File: config.mk
export PLATFORM = sky130hd
export DESIGN_NAME = fir_mac_group
export DESIGN_NICKNAME = d
export VERILOG_FILES = /design/src/rtl/fir_mac_group.sv
export SDC_FILE = /design/constraint.sdc
export NUM_CORES = 1
export LEC_CHECK = 0
export ABC_AREA = 0
export CAP_MARGIN = 10
export CORE_ASPECT_RATIO = 0.75
export CORE_MARGIN = 4
export CORE_UTILIZATION = 45
export DETAILED_ROUTE_END_ITERATION = 8
export GPL_ROUTABILITY_DRIVEN = 1
export SYNTH_ARGS = -nofsm -noshare
export SYNTH_HDL_FRONTEND = slang
export SYNTH_SLANG_ARGS = --single-unit
File: constraint.sdc
create_clock -name iClk12M -period 5.6 [get_ports iClk12M]
set_input_delay 1.12 -clock iClk12M [delete_from_list [all_inputs] [get_ports iClk12M]]
set_output_delay 1.12 -clock iClk12M [all_outputs]
set_load 0.02 [all_outputs]
File: src/rtl/fir_mac_group.sv
// fir_mac_group
// ---------------------------------------------------------------------------
// Sequential multiply-accumulate over one group of ten 3-bit signed taps.
// A start request snapshots the taps, then one tap x coefficient product is
// accumulated per clock; the result is published 11 clocks after the start.
//
// Ports
//   iClk12M     in   1          system clock (12 MHz), single domain
//   iRst        in   1          synchronous active-high reset
//   iEnMul      in   1          start pulse (ignored while busy)
//   iDelay      in   30         ten packed 3-bit signed taps, tap0 in [2:0]
//   iCoeffWr    in   1          coefficient write strobe (honoured in IDLE)
//   iCoeffAddr  in   4          coefficient index 0..9 (10..15 ignored)
//   iCoeffData  in   pCoeffW    signed coefficient value
//   oMac        out  pCoeffW+8  signed group sum, held between results
//   oValid      out  1          one-cycle pulse when oMac is updated
//   oBusy       out  1          high whenever the FSM is not IDLE
//
// Build option
//   FIR_MAC_SAT_EN  when defined, the published sum is clamped to the
//                   signed pCoeffW-bit range and sign-extended.
// ---------------------------------------------------------------------------
module fir_mac_group #(
    parameter int pCoeffW = 16
) (
    input  logic                 iClk12M,
    input  logic                 iRst,
    input  logic                 iEnMul,
    input  logic [29:0]          iDelay,
    input  logic                 iCoeffWr,
    input  logic [3:0]           iCoeffAddr,
    input  logic [pCoeffW-1:0]   iCoeffData,
    output logic [pCoeffW+7:0]   oMac,
    output logic                 oValid,
    output logic                 oBusy
);

    localparam int AccW  = pCoeffW + 8;
    localparam int ProdW = pCoeffW + 3;

    typedef enum logic [1:0] {IDLE, MAC, DONE} state_t;

    state_t                     state;
    state_t                     stateNext;
    logic signed [AccW-1:0]     acc;
    logic        [3:0]          cnt;
    logic signed [2:0]          tapSnap [10];
    logic signed [pCoeffW-1:0]  coeff   [10];

    logic signed [ProdW-1:0]    tapExt;
    logic signed [ProdW-1:0]    coeffExt;
    logic signed [ProdW-1:0]    prod;
    logic signed [AccW-1:0]     prodExt;

`ifdef FIR_MAC_SAT_EN
    // Clamp to the signed pCoeffW-bit range: in range exactly when the top
    // nine bits are all copies of the sign.
    function automatic logic signed [AccW-1:0] satFn(input logic signed [AccW-1:0] v);
        logic [8:0] top;
        top = v[AccW-1:pCoeffW-1];
        if (top == 9'h000 || top == 9'h1FF)
            return v;
        else if (v[AccW-1])
            return {{9{1'b1}}, {(pCoeffW-1){1'b0}}};
        else
            return {{9{1'b0}}, {(pCoeffW-1){1'b1}}};
    endfunction
`endif

    always_ff @(posedge iClk12M) begin
        if (iRst)
            state <= IDLE;
        else
            state <= stateNext;
    end

    always_comb begin
        stateNext = state;
        case (state)
            IDLE:    if (iEnMul) stateNext = MAC;
            MAC:     if (cnt == 4'd9) stateNext = DONE;
            DONE:    stateNext = IDLE;
            default: stateNext = IDLE;
        endcase
    end

    assign oBusy = (state != IDLE);

    // Operands widened to the full product width before the multiply so the
    // signed product is exact.
    assign tapExt   = {{pCoeffW{tapSnap[cnt][2]}}, tapSnap[cnt]};
    assign coeffExt = {{3{coeff[cnt][pCoeffW-1]}}, coeff[cnt]};
    assign prod     = tapExt * coeffExt;
    assign prodExt  = {{(AccW-ProdW){prod[ProdW-1]}}, prod};

    always_ff @(posedge iClk12M) begin
        if (iRst) begin
            acc    <= '0;
            cnt    <= '0;
            oMac   <= '0;
            oValid <= 1'b0;
            for (int k = 0; k < 10; k++) begin
                tapSnap[k] <= '0;
                coeff[k]   <= '0;
            end
        end else begin
            oValid <= 1'b0;
            case (state)
                IDLE: begin
                    // A write coinciding with a start lands before the first
                    // accumulate cycle, so the run sees the new value.
                    if (iCoeffWr) begin
                        for (int k = 0; k < 10; k++)
                            if (iCoeffAddr == 4'(k)) coeff[k] <= iCoeffData;
                    end
                    if (iEnMul) begin
                        for (int k = 0; k < 10; k++)
                            tapSnap[k] <= iDelay[3*k +: 3];
                        acc <= '0;
                        cnt <= '0;
                    end
                end
                MAC: begin
                    acc <= acc + prodExt;
                    cnt <= cnt + 4'd1;
                end
                DONE: begin
`ifdef FIR_MAC_SAT_EN
                    oMac <= satFn(acc);
`else
                    oMac <= acc;
`endif
                    oValid <= 1'b1;
                end
                default: ;
            endcase
        end
    end

endmodule

==> flow_metrics.env, run 1 <==
export IMPL_status="completed"
export IMPL_peakVddDrop_v=0.000194
export IMPL_post_cts_buffers=0
export IMPL_cts_buffer_depth=3
export IMPL_ys_top_cells_by_area="edfxtp_1, and2_1, dfxtp_1"
export IMPL_dr_wl_met3_um=1400
export IMPL_routed_top_layer="met4"
export IMPL_wl_per_cell_um=18.8
export IMPL_drc=0
export IMPL_fmax_mhz=189
export IMPL_ys_flop_type="edfxtp_1"
export IMPL_async_flop_share_pct=0
export IMPL_synth_edff_count=190
export IMPL_synth_seq_cells=249
export IMPL_rr_worst_depth=19
export IMPL_ys_seq_area_share_pct=52.1
export IMPL_pwr_share_seq_pct=45.7
export IMPL_yosys_warnings=0
export IMPL_die_w_um=206
export IMPL_drive_gt1_share_pct=14.2
export IMPL_dieArea_um2=32200
export IMPL_fp_dieH_um=156
export IMPL_fin_ws_ns=0.323
export IMPL_whs_path_depth=2
export IMPL_netlist_area_um2=13200
export IMPL_power_density_nw_per_um2=303
export IMPL_avgSynthCellArea_um2=12.5
export IMPL_worstSkewPairLatency_ns=0.53
export IMPL_combPwrFrac_pct=19.8
export IMPL_wl_met1_um=14700
export IMPL_grt_usage_pct=18.8
export IMPL_wl_um=29500
export IMPL_worstSetupStartpointType="flop"
export IMPL_rsz0062_at_grt="no"
export IMPL_synth_nets=1202
export IMPL_finalCritPeriodShare_pct=94.2
export IMPL_hold_buffers=0
export IMPL_cp_arrival_ns=5.69
export IMPL_leakagePower_nw=5.91
export IMPL_ys_types=61
export IMPL_fin_crit_ns=5.28
export IMPL_drv_cap=0
export IMPL_initial_core_util_pct=45.6
export IMPL_insertedDiodeCount=0
export IMPL_area_growth_syn_to_layout_pct=16.6
export IMPL_postSynthCellCount=1061
export IMPL_p_switching_w=0.00126
export IMPL_dr_pass1_iters=5
export IMPL_switching_share_pct=26.9
export IMPL_final_cell_mix="and2_1, edfxtp_1, nand2_1"
export IMPL_fin_nets=1302
export IMPL_worst_pin_slew_ns=1.16
export IMPL_p_int_w=0.00342
export IMPL_htree_levels=1
export IMPL_hpwl_um=20200
export IMPL_crit_fanout=10
export IMPL_place_gp_congestion=0.843
export IMPL_setup_tns_ns=0
export IMPL_crit_path_end_kind="flop"
export IMPL_hold_class="flop to flop"
export IMPL_vias=8286
export IMPL_hold_viol_final=0
export IMPL_grt_pass1_vias=8518
export IMPL_clock_sinks=249
export IMPL_portBuffers=79
export IMPL_setup_viol_count_final=0
export IMPL_overflow=0
export IMPL_dp_worst_setup_slack_ns=0.164
export IMPL_root_buffer="clkbuf_16"
export IMPL_path_clk_slew_ns=0.07
export IMPL_dr_wl_met2_um=13000
export IMPL_first_iter_violations=594
export IMPL_coreArea_um2=29000
export IMPL_synth_top_area_share_pct=43.2
export IMPL_critPathKind="flop to flop"
export IMPL_mostFrequentLayoutCell="and2_1"
export IMPL_slew_headroom_pct=22.4
export IMPL_yosys_area_top_type="edfxtp_1"
export IMPL_power_frac_clock_pct=34.4
export IMPL_regToRegSetupSlack_ns=0.32
export IMPL_cts_tree="done"
export IMPL_worst_ep_required_time_ns=6.01
export IMPL_viasPerCell=5.28
export IMPL_antenna_found_initial=0
export IMPL_ctsResizeCount=0
export IMPL_maxSlewViolCount=0
export IMPL_pin_count=80
export IMPL_std_cell_rows=54
export IMPL_cts_inserted_buffers=26
export IMPL_antenna_left=0
export IMPL_skew_ns=0.0117
export IMPL_grt_max_degree=50
export IMPL_grt_pass1_wl_um=47600
## critical path, stage by stage (launching register included)
cell and delay [ns]:
dfxtp_4 0.45, mux4_1 0.56, mux2_2 0.27, o21ai_1 0.22, nand2b_1 0.12, fa_1 0.57
fa_1 0.44, fa_1 0.49, inv_1 0.07, ha_1 0.16, inv_1 0.05, fa_1 0.38
nand2b_1 0.20, a21oi_1 0.28, nand4_1 0.16, o211ai_1 0.10, buf_4 0.16, o221a_2 0.19
xor2_1 0.06, a22o_1 0.22
## synth_stat cells (11+ instances only)
library cell	count
a21oi_1	47
a22o_1	12
and2_1	191
clkbuf_1	33
dfxtp_1	59
edfxtp_1	190
fa_1	38
ha_1	49
inv_1	24
mux2_2	17
mux2i_1	20
mux4_2	33
nand2_1	96
nand2b_1	11
nor2_1	73
nor2b_1	20
o21ai_0	13
o21ai_2	14
xnor2_1	12
xor2_1	11
## logic make-up (layout without fill, tap and decap cells)
family                     Yosys count  count (layout)  synth area share, %
buffers and inverters               77             194                 2.72
adders and majority gates           87              87                 10.4
and+or+nand+nor                    414             414                 16.6
xor gates and xnor gates            23              23                 1.52
DFF                                249             249                 52.1
AOI/OAI and AO/OA                  136             136                 7.04
muxes                               75              75                 9.58
## stage by stage
| stage | power, W | instance area (µm²) | std cells | hold slack, ns | util [%] |
|---|---|---|---|---|---|
| after CTS | 0.00471 | 15300 | 1564 | 0.454 | 52.9 |
| after global routing | 0.00492 | 15400 | 1570 | 0.475 | 53.2 |
| after floorplan | 0.00281 | 13200 | 1061 | 0.445 | - |
| after global placement | 0.00310 | 14600 | 1519 | 0.445 | 50.3 |
| after detailed placement | 0.00311 | 14600 | 1519 | 0.446 | 50.3 |
| final | 0.00467 | 15400 | 1570 | 0.453 | 53.2 |
## per-layer routing
| layer | track usage, % | vias up |
|---|---|---|
| li1 | - | 3973 |
| met1 | 29.1 | 4102 |
| met2 | 29.0 | 186 |
| met3 | 2.59 | 25 |
| met4 | 2.94 | 0 |
| met5 | 0 | - |
## sequential cells by signal (all words and copies together), names as in the netlist, named ones only
name     cells
acc         24
oMac        24
oValid       1
cnt          4
state        2
tapSnap     30
coeff      160
## final cells by class
class	count	area, µm²
fillers	2472	13600
flip-flops and latches	249	6890
multi-input cells	735	6000
repair buffers	125	1160
clock buffers	32	694
well taps	392	490
inverters	24	90.1
clock inverters	13	82.6
## worst paths after layout
| kind | start | endpoint |
|---|---|---|
| min reg2reg | oMac[13] | oMac[13] |
| max | flop | acc[22] |
| max reg2reg | flop | acc[22] |
| min | oMac[13] | oMac[13] |
## power by group through the flow
| stage | registers, W | clock network, W | logic [W] |
|---|---|---|---|
| 6_report | 0.00214 | 0.00161 | 0.000926 |
| 5_1_grt | 0.00215 | 0.00172 | 0.00105 |
| 4_1_cts | 0.00214 | 0.00164 | 0.000928 |
| 3_5_place_dp | 0.00218 | 0 | 0.000924 |
| 3_3_place_gp | 0.00218 | 0 | 0.000917 |
| 2_1_floorplan | 0.00215 | 0 | 0.000660 |
No activity file was read; power rests on OpenSTA's default activity.
==> run 2, diff against run 1 <==
--- a/config.mk
+++ b/config.mk
@@ -15,3 +15,4 @@
 export SYNTH_ARGS = -nofsm -noshare
 export SYNTH_HDL_FRONTEND = slang
 export SYNTH_SLANG_ARGS = --single-unit
+export TNS_END_PERCENT = 1
==> results of run 2 <==
The final DEF is identical to that of run 1; final timing and power are the same.
